<file path="config.mk">
export PLATFORM = sky130hd
export DESIGN_NAME = baud_gen_frac
export DESIGN_NICKNAME = d
export VERILOG_FILES = /design/src/rtl/baud_gen_frac.sv
export SDC_FILE = /design/constraint.sdc
export NUM_CORES = 1
export LEC_CHECK = 0
export BUFFER_PORTS_ARGS = -buffer_cell sky130_fd_sc_hd__clkbuf_2
export CELL_PAD_IN_SITES_DETAIL_PLACEMENT = 0
export CELL_PAD_IN_SITES_GLOBAL_PLACEMENT = 2
export CORE_MARGIN = 5
export CORE_UTILIZATION = 32
export CTS_CLUSTER_SIZE = 14
export DETAILED_ROUTE_END_ITERATION = 12
export PLACE_DENSITY = 0.72
export SYNTH_ARGS = -nofsm -noshare
export SYNTH_HDL_FRONTEND = slang
export SYNTH_SLANG_ARGS = --single-unit
</file>
<file path="constraint.sdc">
create_clock -name clk -period 2.7 [get_ports clk]
set_clock_uncertainty 0.05 [all_clocks]
set_input_delay 0.54 -clock clk [delete_from_list [all_inputs] [get_ports clk]]
set_output_delay 0.54 -clock clk [all_outputs]
set_load 0.03 [all_outputs]
</file>
<file path="src/rtl/baud_gen_frac.sv">
// Fractional-N oversampling baud tick generator.
// Emits os_tick plus derived mid-bit and end-of-bit ticks for UART engines.
module baud_gen_frac #(
    parameter int DIV_W        = 16,
    parameter int FRAC_W       = 4,
    parameter int OVERSAMPLE   = 16,
    parameter int DEFAULT_INT  = 65,
    parameter int DEFAULT_FRAC = 2
) (
    input  logic              clk,
    input  logic              rst,
    input  logic              en,
    input  logic [DIV_W-1:0]  div_int,
    input  logic [FRAC_W-1:0] div_frac,
    input  logic              cfg_load,
    input  logic              resync,
    output logic              os_tick,
    output logic              mid_tick,
    output logic              baud_tick
);

    localparam int SUB_W = (OVERSAMPLE > 1) ? $clog2(OVERSAMPLE) : 1;

    localparam logic [SUB_W-1:0]  MID_IDX  = SUB_W'(OVERSAMPLE / 2 - 1);
    localparam logic [SUB_W-1:0]  LAST_IDX = SUB_W'(OVERSAMPLE - 1);
    localparam logic [SUB_W-1:0]  SUB_ONE  = SUB_W'(1);
    localparam logic [DIV_W:0]    CNT_ONE  = (DIV_W + 1)'(1);
    localparam logic [DIV_W-1:0]  RST_INT  = DIV_W'(DEFAULT_INT);
    localparam logic [FRAC_W-1:0] RST_FRAC = FRAC_W'(DEFAULT_FRAC);
    localparam logic [DIV_W-1:0]  MIN_INT  = DIV_W'(1);

    // Active divisor and phase state
    logic [DIV_W-1:0]  act_int;
    logic [FRAC_W-1:0] act_frac;
    logic [DIV_W:0]    cnt;
    logic [FRAC_W-1:0] acc;
    logic              c;
    logic [SUB_W-1:0]  sub_cnt;

    // Combinational helpers
    logic [DIV_W:0]    last_cnt;
    logic              wrap;
    logic [FRAC_W:0]   acc_sum;
    logic              restart;
    logic [DIV_W-1:0]  new_int;

    // Period end detection: this period lasts act_int clocks plus the
    // carry produced by the fractional accumulator at the previous wrap
    always_comb begin
        last_cnt = {1'b0, act_int} + {{DIV_W{1'b0}}, c} - CNT_ONE;
        wrap     = en && (cnt == last_cnt);
        acc_sum  = {1'b0, acc} + {1'b0, act_frac};
        restart  = cfg_load || resync;
        new_int  = (div_int == '0) ? MIN_INT : div_int;
    end

    // Divisor register: changes only on reset or cfg_load
    always_ff @(posedge clk) begin
        if (rst) begin
            act_int  <= RST_INT;
            act_frac <= RST_FRAC;
        end else if (cfg_load) begin
            act_int  <= new_int;
            act_frac <= div_frac;
        end
    end

    // Phase counters: restart on strobe, advance only when enabled
    always_ff @(posedge clk) begin
        if (rst || restart) begin
            cnt     <= '0;
            acc     <= '0;
            c       <= 1'b0;
            sub_cnt <= '0;
        end else if (en) begin
            if (wrap) begin
                cnt      <= '0;
                {c, acc} <= acc_sum;
                sub_cnt  <= sub_cnt + SUB_ONE;
            end else begin
                cnt <= cnt + CNT_ONE;
            end
        end
    end

    // Registered ticks; mid/baud are qualified by the os wrap so they
    // can never appear without os_tick
    always_ff @(posedge clk) begin
        if (rst || restart || !en) begin
            os_tick   <= 1'b0;
            mid_tick  <= 1'b0;
            baud_tick <= 1'b0;
        end else begin
            os_tick   <= wrap;
            mid_tick  <= wrap && (sub_cnt == MID_IDX);
            baud_tick <= wrap && (sub_cnt == LAST_IDX);
        end
    end

endmodule

</file>
# --- Word level (Yosys, flattened, before mapping) ---
# Index checks and enable logic that the tools add are counted.
classes:
  addsub: 5
  n_eq_ne: 3
  n_reduce_logical: 9
  muxes: 2
ops:
  columns: ["op", "n"]
  rows:
  - ["$add A16 B1 Y17", 1]
  - ["$add A17 B1 Y17 const B", 1]
  - ["$eq A17 B17 Y1", 1]
  - ["$mux W17", 1]
  - ["$sub A17 B1 Y17 const B", 1]
  - ["$logic_not A16 Y1", 1]
  - ["$mux W16", 1]
  - ["$add A4 B4 Y5", 1]
  - ["$add A4 B1 Y4 const B", 1]
  - ["$eq A4 B3 Y1 const B", 1]
  - ["$eq A4 B4 Y1 const B", 1]
  - ["$logic_and A1 B1 Y1", 3]
  - ["$logic_or A1 B1 Y1", 3]
  - ["$reduce_and A2 Y1", 1]
  - ["$logic_not A1 Y1", 1]
word_totals:
  word_cells: 28
  out_inout_bits: 3
  regBits: 49

# --- Longest topological paths before layout ---
depth:
  word_depth: 5
  ltp_mapped: 11
  mapped_depth_nobuf: 10

# --- Least setup slack after synthesis ---
# Ideal clock, no wire load.
synth_path:
  path_kind: "register to register"
  start: "register c"
  end: "register cnt[10]"
  period_less_slack_ns: 2.943
  path_stages_with_launch: 12
  t_arrival_ns: 2.776
  setup_ns: 0.117
  slack_ns: -0.243
  cell_sequence: "dfxtp_1 > inv_1 > ha_1 > ha_1 > nor3b_1 > nand3_1 > xnor2_1 > or2_2 > a2111o_1 > o21ai_1 > buf_2 > nor2_1"
synth_via:
  elab_chain_len: 5
synth_rtl:
  columns: ["item", "line_no", "rtl"]
  rows:
  - ["start: declaration", "37", "logic c;"]
  - ["start signal: assignment", "78", "{c, acc} <= acc_sum;"]
  - ["$add A16 B1 Y17", "50", "last_cnt = {1'b0, act_int} + {{DIV_W{1'b0}}, c} - CNT_ONE;"]
  - ["$sub A17 B1 Y17", "50", null]
  - ["$eq A17 B17 Y1", "51", "wrap = en && (cnt == last_cnt);"]
  - ["$logic_and A1 B1 Y1", "51", null]
  - ["$mux W17", "76", "if (wrap) begin"]
  - ["end signal: assignment", "81", "cnt <= cnt + CNT_ONE;"]
  - ["end: declaration", "35", "logic [DIV_W:0] cnt;"]
# Every way passes these cells.
# A chain may end at the register's enable or synchronous reset.

# --- Worst setup path after layout ---
layout_path:
  start: "register act_int[0]"
  end: "register sub_cnt[2]"
layout_via:
  elab_chain_len: 5
layout_rtl:
  columns: ["item", "line_no", "rtl"]
  rows:
  - ["start: declaration", "33", "logic [DIV_W-1:0] act_int;"]
  - ["start signal: assignment", "63", "act_int <= new_int;"]
  - ["$add A16 B1 Y17", "50", null]
  - ["$sub A17 B1 Y17", "50", null]
  - ["$eq A17 B17 Y1", "51", null]
  - ["$logic_and A1 B1 Y1", "51", null]
  - ["$reduce_and A2 Y1 (no line)", null, null]
  - ["end signal: assignment", "79", "sub_cnt <= sub_cnt + SUB_ONE;"]
  - ["end: declaration", "38", "logic [SUB_W-1:0] sub_cnt;"]
# Every way passes these cells.

==> impl_metrics.json <==
{
  "cts_tree": "done",
  "grt_pass1_wl_mm": 12.3,
  "critPathCaptureType": "flip-flop",
  "ys_seq_elements": 49,
  "diodes": 0,
  "dr.pass1.iters": 4,
  "postSynth.asyncResetShare_pct": 0,
  "maxCapViolations": 0,
  "ys_warn_count": 0,
  "dieArea_sq_um": 10900,
  "hold_viol": 0,
  "fin_tns_setup_ps": -3230,
  "fin_nets": 435,
  "ctsHtreeMaxLevel": 2,
  "clock_sinks": 49,
  "clk_latency_ps": 310,
  "final.period_utilization_pct": 107,
  "io_pins": 28,
  "num_vias": 2569,
  "drc": 0,
  "syn_avg_cell_area_sq_um": 8.44,
  "slew_headroom_pct": 65.4,
  "critPathRequiredTime_ps": 2890,
  "clk_path_buf_depth": 2,
  "synth_edf_count": 0,
  "synth_area_sq_um": 2850,
  "detail_route.iter0.violations": 137,
  "setup_violations": 26,
  "cp-start-kind": "flip-flop",
  "via_per_inst": 5.04,
  "finalPower_mw": 1.46,
  "antenna_found_initial": 0,
  "clk_pin_slew_worst_paths_ps": 90,
  "cts_made_buffers": 5,
  "fmax_mhz": 347,
  "ys_seq_area_share_pct": 34.5,
  "syn_nets": 371,
  "fin_ws_ps": -181,
  "cts_root_buf": "clkbuf_8",
  "final_common_cell": "dfxtp_1",
  "grt_pass1_vias": 2499,
  "min_period_ps": 2880,
  "worstRegToRegCells": 9,
  "io_buffers": 27,
  "grt_max_degree": 23,
  "hold-worst-slack_ps": 408,
  "maxSlewViolCount": 0,
  "min_path_type": "in2reg",
  "ir_drop_uv": 188,
  "leakagePower_nw": 1.41,
  "dpl.hpwl_mm": 5.56,
  "grt_overflow": 0,
  "dpl_cell_area_sq_um": 3410,
  "routed_wl_mm": 7.14,
  "worstMarginPinSlew_ps": 514,
  "drive_above_1_share_pct": 28.4,
  "routabilityCongestion": 0.856,
  "area_delta_synth_final_pct": 27.4,
  "die_height_um": 104,
  "outcome": "finished, violations left",
  "arrival_ps": 3080,
  "post_drt_wl_per_cell_um": 14.0,
  "layout_common_cells": "dfxtp_1, buf_4, nor2_1",
  "die_w_um": 104,
  "core_sq_um": 8680,
  "ant_nets": 0,
  "violations": "setup timing",
  "whs_path_depth": 3,
  "yosysUniqueCellTypes": 54,
  "rsz0062_at_grt": "true",
  "fillers": 907,
  "synth_flop_cell": "dfxtp_1",
  "initial_utilization_pct": 32.8,
  "path_class": "reg2reg",
  "final_area_sq_um": 3620,
  "row_count": 34,
  "cellPowerDensity_nw_per_um2": 404,
  "cp_max_fo": 7,
  "dp_slack_ps": -181,
  "post_synth_inst_count": 337,
  "track_usage_pct": 13.5
}
state kept, by name, indices dropped and copies added, names as in the netlist:
name       flops
acc            4
act_frac       4
act_int       16
baud_tick      1
c              1
cnt           17
mid_tick       1
os_tick        1
sub_cnt        4
final cells by class:
type	instances	area, sq um	share of cell area, %
inverter	13	48.8	1.35
sequential	49	982	27.1
clock inverter	3	17.5	0.483
clock buffer	5	68.8	1.90
timing repair buffer	77	531	14.6
multi-input combinational	255	1840	50.8
tap	108	135	3.73
critical path: stages, from the launching register on:
cell      delay, ps
dfxtp_2         330
inv_2            60
ha_4            160
or4b_4          530
nor4b_4         240
a31oi_1          60
o21a_1          200
a2111o_1        530
or4_4           520
a21oi_2         130
final timing paths:
| kind | start | end | slack, ps |
|---|---|---|---|
| max | act_int[0] | sub_cnt[2] | -180 |
| min | div_frac[1] | act_frac[1] | 410 |
| max reg2reg | act_int[0] | sub_cnt[2] | -180 |
| min reg2reg | acc[3] | acc[3] | 430 |
synthesized netlist by cell type, drive strengths merged (2+ instances only):
cell / count / area (sq um)
nor3: 6 / 30.0
clkbuf: 12 / 45.0
mux2i: 18 / 180
a21o: 2 / 15.0
nand4: 10 / 62.6
o211ai: 3 / 22.5
xor2: 14 / 123
a21oi: 17 / 85.1
a221oi: 2 / 17.5
dfxtp: 49 / 981
nor4: 9 / 71.3
and4: 2 / 17.5
nor2b: 5 / 31.3
nand2b: 3 / 18.8
or4: 3 / 22.5
nand3: 8 / 40.0
ha: 8 / 100
nor3b: 3 / 22.5
a31oi: 4 / 25.0
nand3b: 3 / 22.5
o21ai: 14 / 70.1
or3: 6 / 37.5
buf: 8 / 53.8
and3: 2 / 12.5
or2: 2 / 12.5
o31ai: 4 / 30.0
nor2: 45 / 169
nor4b: 3 / 41.3
inv: 13 / 48.8
nand2: 20 / 75.1
xnor2: 22 / 193
routing by layer:
| metal | global-route usage [%] | up-vias | routed length [um] |
|---|---|---|---|
| met4 | 4.81 | 0 | 179 |
| met3 | 2.23 | 14 | 299 |
| met2 | 20.5 | 66 | 3040 |
| met1 | 19.3 | 1172 | 3620 |
| met5 | 0 | - | 0 |
| li1 | - | 1317 | - |
what timing repair did:
item / CTS / global route
pin swaps: 12 / 5
buffers inserted: 3 / 1
resized for setup: 22 / 9
endpoints found under the setup margin: 28 / 29
hold buffers: 0 / 0
logic make-up after synthesis:
| logic type | synth area share (%) |
|---|---|
| flops | 34.5 |
| simple gates | 25.6 |
| compound gates | 11.9 |
| buf+inv | 5.19 |
| fa+ha+maj | 4.22 |
| xor+xnor | 11.9 |
| mux | 6.73 |
report_power, final:
group          internal [mW]  switching [mW]  total (mW)
Sequential             0.741          0.0163       0.757
Combinational          0.135           0.135       0.271
Clock                  0.179           0.256       0.435
through the flow:
| stage | util (%) | std cells |
|---|---|---|
| 2_1_floorplan | - | 337 |
| 3_3_place_gp | 39.3 | 499 |
| 3_5_place_dp | 39.3 | 499 |
| 4_1_cts | 41.4 | 509 |
| 5_1_grt | 41.8 | 510 |
| 6_report | 41.8 | 510 |
No activity file was read; power rests on OpenSTA's default activity.
